<file path="config.mk">
export PLATFORM = sky130hd
export DESIGN_NAME = ysyx_23060191_lsu_flat
export DESIGN_NICKNAME = d
export VERILOG_FILES = /design/src/rtl/ysyx_23060191_lsu_if.sv /design/src/rtl/ysyx_23060191_lsu.sv /design/src/flat_wrapper.sv
export SDC_FILE = /design/constraint.sdc
export NUM_CORES = 1
export LEC_CHECK = 0
export BUFFER_PORTS_ARGS = -buffer_cell sky130_fd_sc_hd__buf_2
export CORE_MARGIN = 2
export CORE_UTILIZATION = 44
export DETAILED_ROUTE_END_ITERATION = 10
export GPL_ROUTABILITY_DRIVEN = 0
export PLACE_DENSITY_LB_ADDON = 0.12
export SYNTH_ARGS = -nofsm -noshare
export SYNTH_HDL_FRONTEND = slang
export SYNTH_SLANG_ARGS = --single-unit
</file>
<file path="constraint.sdc">
create_clock -name clk -period 1.92 [get_ports clk]
set_input_delay 0 -clock clk [delete_from_list [all_inputs] [get_ports clk]]
set_output_delay 0 -clock clk [all_outputs]
set_load 0.01 [all_outputs]
</file>
<file path="src/rtl/ysyx_23060191_lsu_if.sv">
// Data-memory bus between the LSU (master) and memory (slave):
// a valid/ready request channel and a valid-only response channel.
interface ysyx_23060191_lsu_if #(
    parameter int DATA_WIDTH = 32,
    parameter int MASK_WIDTH = 4
);
    logic                  mem_req_valid;
    logic                  mem_req_ready;
    logic                  mem_wen;
    logic [DATA_WIDTH-1:0] mem_addr;
    logic [DATA_WIDTH-1:0] mem_wdata;
    logic [MASK_WIDTH-1:0] mem_wmask;
    logic                  mem_resp_valid;
    logic [DATA_WIDTH-1:0] mem_rdata;

    modport master (
        output mem_req_valid, mem_wen, mem_addr, mem_wdata, mem_wmask,
        input  mem_req_ready, mem_resp_valid, mem_rdata
    );

    modport slave (
        input  mem_req_valid, mem_wen, mem_addr, mem_wdata, mem_wmask,
        output mem_req_ready, mem_resp_valid, mem_rdata
    );
endinterface

</file>
<file path="src/rtl/ysyx_23060191_lsu.sv">
// Load/store unit: one aligned word transaction per instruction, IDLE->REQ->WAIT->DONE.
// Optional LSU_MISALIGN_CHECK_EN adds lsu_err and short-circuits misaligned half/word ops.
module ysyx_23060191_lsu #(
    parameter int DATA_WIDTH = 32,
    parameter int MASK_WIDTH = 4
) (
    input  logic                  clk,
    input  logic                  rst,
    input  logic                  in_valid,
    output logic                  in_ready,
    input  logic [3:0]            lsu_op,
    input  logic [DATA_WIDTH-1:0] exu_res,
    input  logic [DATA_WIDTH-1:0] data_Rs2,
    ysyx_23060191_lsu_if.master   bus,
    output logic                  out_valid,
    input  logic                  out_ready,
`ifdef LSU_MISALIGN_CHECK_EN
    output logic                  lsu_err,
`endif
    output logic [DATA_WIDTH-1:0] lsu_res
);
    typedef enum logic [1:0] {IDLE, REQ, WAIT, DONE} state_e;

    localparam logic [3:0] OP_LB  = 4'h1, OP_LH  = 4'h2, OP_LW = 4'h3,
                           OP_LBU = 4'h4, OP_LHU = 4'h5,
                           OP_SB  = 4'h9, OP_SH  = 4'hA, OP_SW = 4'hB;

    state_e                state_q, state_d;
    logic [3:0]            op_q, op_d;
    logic [1:0]            off_q, off_d;
    logic                  wen_q, wen_d;
    logic [DATA_WIDTH-1:0] addr_q, addr_d;
    logic [DATA_WIDTH-1:0] wdata_q, wdata_d;
    logic [MASK_WIDTH-1:0] wmask_q, wmask_d;
    logic [DATA_WIDTH-1:0] res_q, res_d;
`ifdef LSU_MISALIGN_CHECK_EN
    logic                  err_q, err_d;
    logic                  misal;
`endif

    logic                  in_is_load, in_is_store, q_is_load;
    logic [1:0]            off;
    logic [7:0]            rd_byte;
    logic [15:0]           rd_half;
    logic [DATA_WIDTH-1:0] ld_ext;

    assign off         = exu_res[1:0];
    assign in_is_load  = lsu_op inside {OP_LB, OP_LH, OP_LW, OP_LBU, OP_LHU};
    assign in_is_store = lsu_op inside {OP_SB, OP_SH, OP_SW};
    assign q_is_load   = op_q inside {OP_LB, OP_LH, OP_LW, OP_LBU, OP_LHU};

`ifdef LSU_MISALIGN_CHECK_EN
    assign misal = ((lsu_op inside {OP_LH, OP_LHU, OP_SH}) && off[0]) ||
                   ((lsu_op inside {OP_LW, OP_SW}) && (off != 2'b00));
`endif

    // Lane selection uses the offset latched at accept; the bus address is word-aligned.
    assign rd_byte = bus.mem_rdata[{off_q, 3'b000} +: 8];
    assign rd_half = bus.mem_rdata[{off_q[1], 4'b0000} +: 16];

    always_comb begin
        ld_ext = bus.mem_rdata;
        case (op_q)
            OP_LB:   ld_ext = {{(DATA_WIDTH-8){rd_byte[7]}}, rd_byte};
            OP_LBU:  ld_ext = {{(DATA_WIDTH-8){1'b0}}, rd_byte};
            OP_LH:   ld_ext = {{(DATA_WIDTH-16){rd_half[15]}}, rd_half};
            OP_LHU:  ld_ext = {{(DATA_WIDTH-16){1'b0}}, rd_half};
            default: ld_ext = bus.mem_rdata;
        endcase
    end

    always_comb begin
        state_d = state_q;
        op_d    = op_q;
        off_d   = off_q;
        wen_d   = wen_q;
        addr_d  = addr_q;
        wdata_d = wdata_q;
        wmask_d = wmask_q;
        res_d   = res_q;
`ifdef LSU_MISALIGN_CHECK_EN
        err_d   = err_q;
`endif
        case (state_q)
            IDLE: if (in_valid) begin
                op_d    = lsu_op;
                off_d   = off;
                addr_d  = {exu_res[DATA_WIDTH-1:2], 2'b00};
                wen_d   = in_is_store;
                wdata_d = '0;
                wmask_d = '0;
                case (lsu_op)
                    OP_SB: begin
                        wdata_d = {MASK_WIDTH{data_Rs2[7:0]}};
                        wmask_d = MASK_WIDTH'(1) << off;
                    end
                    OP_SH: begin
                        wdata_d = {(MASK_WIDTH/2){data_Rs2[15:0]}};
                        wmask_d = MASK_WIDTH'(3) << {off[1], 1'b0};
                    end
                    OP_SW: begin
                        wdata_d = data_Rs2;
                        wmask_d = '1;
                    end
                    default: ;
                endcase
                if (!(in_is_load || in_is_store)) begin
                    res_d   = exu_res;
                    state_d = DONE;
`ifdef LSU_MISALIGN_CHECK_EN
                end else if (misal) begin
                    wen_d   = 1'b0;
                    wmask_d = '0;
                    res_d   = '0;
                    err_d   = 1'b1;
                    state_d = DONE;
`endif
                end else begin
                    state_d = REQ;
                end
            end
            REQ:  if (bus.mem_req_ready) state_d = WAIT;
            WAIT: if (bus.mem_resp_valid) begin
                res_d   = q_is_load ? ld_ext : '0;
                state_d = DONE;
            end
            DONE: if (out_ready) begin
                state_d = IDLE;
`ifdef LSU_MISALIGN_CHECK_EN
                err_d   = 1'b0;
`endif
            end
            default: state_d = IDLE;
        endcase
    end

    always_ff @(posedge clk) begin
        if (rst) begin
            state_q <= IDLE;
            op_q    <= '0;
            off_q   <= '0;
            wen_q   <= 1'b0;
            addr_q  <= '0;
            wdata_q <= '0;
            wmask_q <= '0;
            res_q   <= '0;
`ifdef LSU_MISALIGN_CHECK_EN
            err_q   <= 1'b0;
`endif
        end else begin
            state_q <= state_d;
            op_q    <= op_d;
            off_q   <= off_d;
            wen_q   <= wen_d;
            addr_q  <= addr_d;
            wdata_q <= wdata_d;
            wmask_q <= wmask_d;
            res_q   <= res_d;
`ifdef LSU_MISALIGN_CHECK_EN
            err_q   <= err_d;
`endif
        end
    end

    assign in_ready          = (state_q == IDLE);
    assign out_valid         = (state_q == DONE);
    assign lsu_res           = res_q;
    assign bus.mem_req_valid = (state_q == REQ);
    assign bus.mem_wen       = wen_q;
    assign bus.mem_addr      = addr_q;
    assign bus.mem_wdata     = wdata_q;
    assign bus.mem_wmask     = wmask_q;
`ifdef LSU_MISALIGN_CHECK_EN
    assign lsu_err           = err_q;
`endif
endmodule

</file>
<file path="src/flat_wrapper.sv">
// flat-port wrapper written by rule: the top's interface ports become plain ports
module ysyx_23060191_lsu_flat 
#(
    parameter int DATA_WIDTH = 32,
    parameter int MASK_WIDTH = 4
)
  (clk, rst, in_valid, in_ready, lsu_op, exu_res, data_Rs2, out_valid, out_ready, lsu_res, bus_mem_req_valid, bus_mem_wen, bus_mem_addr, bus_mem_wdata, bus_mem_wmask, bus_mem_req_ready, bus_mem_resp_valid, bus_mem_rdata);
  ysyx_23060191_lsu_if #(.DATA_WIDTH(DATA_WIDTH), .MASK_WIDTH(MASK_WIDTH)) bus_i ();
  input  logic clk;
  input  logic rst;
  input  logic in_valid;
  output logic in_ready;
  input  logic [3:0] lsu_op;
  input  logic [DATA_WIDTH-1:0] exu_res;
  input  logic [DATA_WIDTH-1:0] data_Rs2;
  output logic out_valid;
  input  logic out_ready;
  output logic [DATA_WIDTH-1:0] lsu_res;
  output wire logic [$bits(bus_i.mem_req_valid)-1:0] bus_mem_req_valid;
  output wire logic [$bits(bus_i.mem_wen)-1:0] bus_mem_wen;
  output wire logic [$bits(bus_i.mem_addr)-1:0] bus_mem_addr;
  output wire logic [$bits(bus_i.mem_wdata)-1:0] bus_mem_wdata;
  output wire logic [$bits(bus_i.mem_wmask)-1:0] bus_mem_wmask;
  input wire logic [$bits(bus_i.mem_req_ready)-1:0] bus_mem_req_ready;
  input wire logic [$bits(bus_i.mem_resp_valid)-1:0] bus_mem_resp_valid;
  input wire logic [$bits(bus_i.mem_rdata)-1:0] bus_mem_rdata;
  assign bus_mem_req_valid = bus_i.mem_req_valid;
  assign bus_mem_wen = bus_i.mem_wen;
  assign bus_mem_addr = bus_i.mem_addr;
  assign bus_mem_wdata = bus_i.mem_wdata;
  assign bus_mem_wmask = bus_i.mem_wmask;
  assign bus_i.mem_req_ready = bus_mem_req_ready;
  assign bus_i.mem_resp_valid = bus_mem_resp_valid;
  assign bus_i.mem_rdata = bus_mem_rdata;
  ysyx_23060191_lsu #(.DATA_WIDTH(DATA_WIDTH), .MASK_WIDTH(MASK_WIDTH)) u_core (.clk(clk), .rst(rst), .in_valid(in_valid), .in_ready(in_ready), .lsu_op(lsu_op), .exu_res(exu_res), .data_Rs2(data_Rs2), .bus(bus_i), .out_valid(out_valid), .out_ready(out_ready), .lsu_res(lsu_res));
endmodule
</file>
==> After elaboration in Yosys (flattened, before gate mapping) <==
Cells that the tools add are included.
{ "op_classes": {"eq_ne": 21, "shift": 4, "mux": 14, "reduce_logical": 9} }
{ "ops": {"columns": ["op", "n"], "rows": [
  ["$mux 32", 4],
  ["$pmux 32 s4", 1],
  ["$pmux 32 s3", 1],
  ["$pmux 32 s2", 1],
  ["$shiftx 32x6->16", 1],
  ["$shiftx 32x6->8", 1],
  ["$eq 4x2->1 const B", 4],
  ["$eq 4x3->1 const B", 4],
  ["$eq 4x4->1 const B", 3],
  ["$pmux 4 s3", 1],
  ["$mux 2", 5],
  ["$reduce_bool 5->1", 2],
  ["$eq 4x1->1 const B", 2],
  ["$pmux 2 s4", 1],
  ["$reduce_and 4->1", 2],
  ["$ne 2x2->1 const B", 3],
  ["$eq 2x2->1 const B", 2],
  ["$ne 2x1->1 const B", 2],
  ["$shl 1x2->4 const A", 1],
  ["$shl 2x2->4 const A", 1],
  ["$reduce_bool 3->1", 1],
  ["$eq 2x1->1 const B", 1],
  ["$logic_not 2->1", 1],
  ["$reduce_and 2->1", 1],
  ["2 further kinds", 2]
]} }
{ "totals": {"register_bits": 107, "out_inout_bits": 104} }

==> Logic depth before layout (Yosys ltp) <==
{ "logic_depth": {"word_depth": 6, "ltp_mapped": 9} }

==> Least setup slack after synthesis <==
Ideal clock, no wire load.
{ "synth_timing": {"path_kind": "register -> register", "start": "register u_core.state_q[0]", "end": "register u_core.res_q[9] (netlist: u_core.lsu_res[9])", "setup_ns": 0.075, "arrival_ns": 2.036, "required_ns": 1.845, "setup_slack_ns": -0.191, "stages_incl_launch_ff": 9, "n_path_buf": 1, "period_less_slack_ns": 2.111, "cell_sequence": "dfxtp_1 -> inv_1 -> ha_1 -> inv_1 -> o22ai_1 -> or3_1 -> buf_6 -> a311o_4 -> o22ai_2"} }
{ "synth_via": {"elab_chain_cells": 3, "elab_cells_between_ends": 8, "classes_between": "eq/ne: 4; mux: 1; reduce/logical: 3"} }
{ "synth_rtl": {"columns": ["item", "line_no", "source"], "rows": [
  ["start: declaration", "ysyx_23060191_lsu.sv:28", "state_e state_q, state_d;"],
  ["start signal: assignment", "ysyx_23060191_lsu.sv:151", "state_q <= state_d;"],
  ["$logic_not 2->1 (*)", null, null],
  ["via in_ready", "flat_wrapper.sv:12", "output logic in_ready;"],
  ["$ne 2x2->1 (no source line) / $reduce_bool 2->1 (equally long branches)", null, null],
  ["$reduce_and 4->1 (no source line)", null, null],
  ["end signal: assignment", "ysyx_23060191_lsu.sv:158", "res_q <= res_d;"],
  ["end: declaration", "ysyx_23060191_lsu.sv:35", "logic [DATA_WIDTH-1:0] res_q, res_d;"]
]} }
The timed path passes the listed nets; every way through them passes the cells marked *.
A chain may end at the register's enable or synchronous reset.

==> Final worst setup path <==
{ "layout_timing": {"start": "register u_core.state_q[1]", "end": "register u_core.res_q[9] (netlist: u_core.lsu_res[9])"} }
{ "layout_via": {"elab_chain_cells": 3, "elab_cells_between_ends": 8, "classes_between": "eq/ne: 4; mux: 1; reduce/logical: 3"} }
{ "layout_rtl": {"columns": ["item", "line_no", "source"], "rows": [
  ["$eq 2x2->1 / $logic_not 2->1 (equally long branches)", "ysyx_23060191_lsu.sv:84", "case (state_q)"],
  ["$ne 2x2->1 (no source line) / $reduce_bool 2->1 (equally long branches)", null, null],
  ["$reduce_and 4->1 (no source line)", null, null]
]} }
Several ways; a longest one is shown, not always the timed one.

==> impl_metrics.tcl <==
set metrics [dict create \
    flow.area_growth_from_synthesis_pct 40.4 \
    path_buf_inv 2 \
    yosysSeqAreaShare_pct 39.8 \
    numCtsBuffers 9 \
    start_util_pct 45.0 \
    hold_path.class "input port to flop" \
    cp.required_ns 2.18 \
    ios 210 \
    syn_inst 681 \
    synth_area_leaders "dfxtp_1 (40%), a21oi_1 (7.7%), nand2_1 (6.0%), nor2_1 (5.7%), a22oi_1 (4.9%)" \
    port_buffers 207 \
    synthArstFlopShare_pct 0 \
    cts.sinks 107 \
    die_y_um 115 \
    insertedDiodeCount 0 \
    synth_top_area_share_pct 39.8 \
    min_path_cells 3 \
    arrival_ns 2.21 \
    cp_num_cells 7 \
    drive_gt1_share_pct 33.5 \
    violations "setup timing" \
    stdcell_area_um2 7560 \
    crit_type "flop to flop" \
    p_per_area_nw_per_um2 1120 \
    die-area_um2 13100 \
    dp_hpwl_um 12800 \
    synth_ff_type "dfxtp_1" \
    crit_family "compound AO/OA/AOI/OAI gates" \
    rrSetupSlack_ns -0.02 \
    hold-path-endpoint "u_core.lsu_res[16]" \
    comb_power_share_pct 44.4 \
    cts_tree "built" \
    r2r-end "u_core.lsu_res[9]" \
    rsz0062_at_grt "true" \
    critical-path-max-stage-delay_ns 0.41 \
    cts-root-buf "clkbuf_16" \
    drt-pass1-iter-count 6 \
    crit_slowest_cell "or3_4" \
    worstMarginPinSlew_ns 1.12 \
    period_minus_slack_ns 1.94 \
    swShare_pct 38.8 \
    fp.dieW_um 115 \
    cts.clk_slew.worst_paths_ns 0.07 \
    grt_start_max_net_pins 108 \
    r2r-start "u_core.state_q[1]" \
    setup_viol 7 \
    fin_nets 1033 \
    post_drt_via_cell_ratio 5.65 \
    cts.path.max_buffers 2 \
    grt_antenna_before_repair 0 \
    min_period_over_period_pct 101 \
    ys_seq_elements 107 \
    syn-mean-instance-area_um2 7.91 \
    cp_cell_sequence "inv_4 > ha_4 > buf_4 > a31oi_4 > or3_4 > a311o_4 > o22ai_2" \
    first_iter_violations 486 \
    grt_usage_pct 27.5 \
    core_area_um2 12000 \
    pwr-share-clk_pct 22.5 \
    final_util_pct 63.2 \
    finalPower_mw 8.45 \
    setup_ws_ns -0.0237 \
    overflow 0 \
    worstHoldStart "bus_mem_rdata[16]" \
    crit_fanout 8 \
    synth_top_cell_by_area "dfxtp_1" \
    power_leakage_nw 3.31 \
    relSlewSlack_pct 25.6 \
    cp-start-kind "flop" \
    outcome "complete, but fails checks" \
    wirelength_um 18400 \
    maxCapViolations 0 \
    seqPwrFrac_pct 33.1 \
    vias 6068 \
    ant_nets 0 \
    synthesis.area_um2 5380 \
    rows 40 \
    clock_latency_ns 0.36 \
    r2r_cells 7 \
    htree_levels 3 \
    yosysUniqueCellTypes 52 \
    grt_pass1_vias 5672 \
    place_area_um2 6640 \
    drv_slew 0 \
    finalHoldViolCount 0 \
    wl_per_cell_um 17.1 \
    fmax_ghz 0.514 \
    skew_ns 0.00690 \
    synth-edff-count 0 \
    cp-startpoint "u_core.state_q[1]" \
    ys_warn_count 0 \
    grt_pass1_wl_um 28500 \
    end_kind "flop" \
    route.detailed.drc 0 \
    ir_drop_mv 0.511 \
    p_sw_mw 3.28 \
    p_int_mw 5.17 \
    hold_slack_ns 0.0246 \
]
worst max-delay path by stage:
| stage | endpoint | slack (ns) |
|---|---|---|
| floorplan | u_core.lsu_res[9] | 0.01 |
| global placement | u_core.lsu_res[7] | -0.16 |
| detailed placement | u_core.lsu_res[23] | -0.25 |
| CTS | u_core.lsu_res[9] | -0.02 |
| global route | u_core.lsu_res[12] | -0.09 |
| finish | u_core.lsu_res[9] | -0.02 |
cell type report:
cell class | count | area, µm²
Clock buffer | 10 | 239
Clock inverter | 6 | 63.8
Fill cell | 1065 | 4400
Inverter | 17 | 68.8
Multi-Input combinational cell | 492 | 2980
Sequential cell | 107 | 2150
Tap cell | 147 | 184
Timing Repair Buffer | 295 | 1880
power by group through the flow:
stage / clock [mW] / combinational (mW) / sequential, mW
6_report: 1.90 / 3.75 / 2.80
5_1_grt: 2.01 / 4.10 / 2.84
4_1_cts: 1.92 / 3.59 / 2.79
3_5_place_dp: 0 / 3.47 / 2.84
3_3_place_gp: 0 / 3.40 / 2.82
2_1_floorplan: 0 / 2.05 / 2.97
registers in the layout, indices dropped and copies added (netlist names):
signal                count
u_core.bus.mem_wmask      4
u_core.bus.mem_addr      30
u_core.off_q              2
u_core.op_q               4
u_core.bus.mem_wen        1
u_core.state_q            2
u_core.bus.mem_wdata     32
u_core.lsu_res           32
worst reg2reg max path, cell delays in order, from the launching register on:
cell     delay [ns]
dfxtp_4        0.37
inv_4          0.07
ha_4           0.18
buf_4          0.13
a31oi_4        0.11
or3_4          0.42
a311o_4        0.39
o22ai_2        0.19
metrics by stage:
step                      TNS [ns]  cells  setup slack, ns
after global routing        -0.713   1074          -0.0882
after floorplan                  0    682           0.0120
after CTS                  -0.0771   1068          -0.0237
after detailed placement     -4.52   1004           -0.248
after global placement       -2.38   1004           -0.156
final                      -0.0918   1074          -0.0237
cell families after synthesis:
kind of cell	count (synthesis)	synth area share, %
AOI/OAI and AO/OA	244	29.5
and+or+nand+nor	211	16.5
DFF	107	39.8
buffers and inverters	83	6.72
muxes	29	6.11
adders and majority gates	5	1.16
other	1	0.0697
xor gates and xnor gates	1	0.163
layer usage:
metal  track usage (%)  wire [µm]
met4              10.1        427
met1              34.9       7740
met3              7.20       1500
met2              45.0       8750
met5                 0          0
cells in the mapped netlist, types with 2 or more instances:
| library cell | n |
|---|---|
| a21oi_1 | 83 |
| a221oi_1 | 8 |
| a222oi_1 | 2 |
| a22oi_1 | 35 |
| a31oi_1 | 33 |
| and3_1 | 2 |
| buf_1 | 7 |
| buf_2 | 10 |
| buf_4 | 4 |
| buf_6 | 3 |
| clkbuf_1 | 42 |
| dfxtp_1 | 107 |
| ha_1 | 5 |
| inv_1 | 16 |
| mux2_2 | 21 |
| mux2i_1 | 7 |
| nand2_1 | 86 |
| nand2b_1 | 2 |
| nand3_1 | 19 |
| nand3b_1 | 2 |
| nor2_1 | 82 |
| nor2b_1 | 5 |
| nor3_1 | 2 |
| nor3_2 | 2 |
| o211ai_1 | 16 |
| o21a_1 | 17 |
| o21ai_0 | 23 |
| o22ai_1 | 8 |
| o32ai_1 | 7 |
| or3_1 | 3 |
timing repair:
action / CTS / global route
hold buffers: 48 / 0
endpoints found under the hold margin: 74 / 0
resized for setup: 8 / 9
buffers inserted: 0 / 6
setup endpoints to repair: 48 / 51
pin swaps: 0 / 4
layout by cell type (no fill, tap or decap), types with 16 or more instances in the layout:
| cell | instances |
|---|---|
| o21a_1 | 17 |
| o21ai_0 | 23 |
| mux2_2 | 21 |
| o211ai_1 | 16 |
| buf_4 | 35 |
| buf_2 | 206 |
| a22oi_1 | 35 |
| nand3_1 | 19 |
| nand2_1 | 85 |
| dlygate4sd3_1 | 48 |
| a31oi_1 | 33 |
| nor2_1 | 80 |
| dfxtp_1 | 105 |
| a21oi_1 | 83 |
Note: power is estimated with default switching activity, not from simulation.
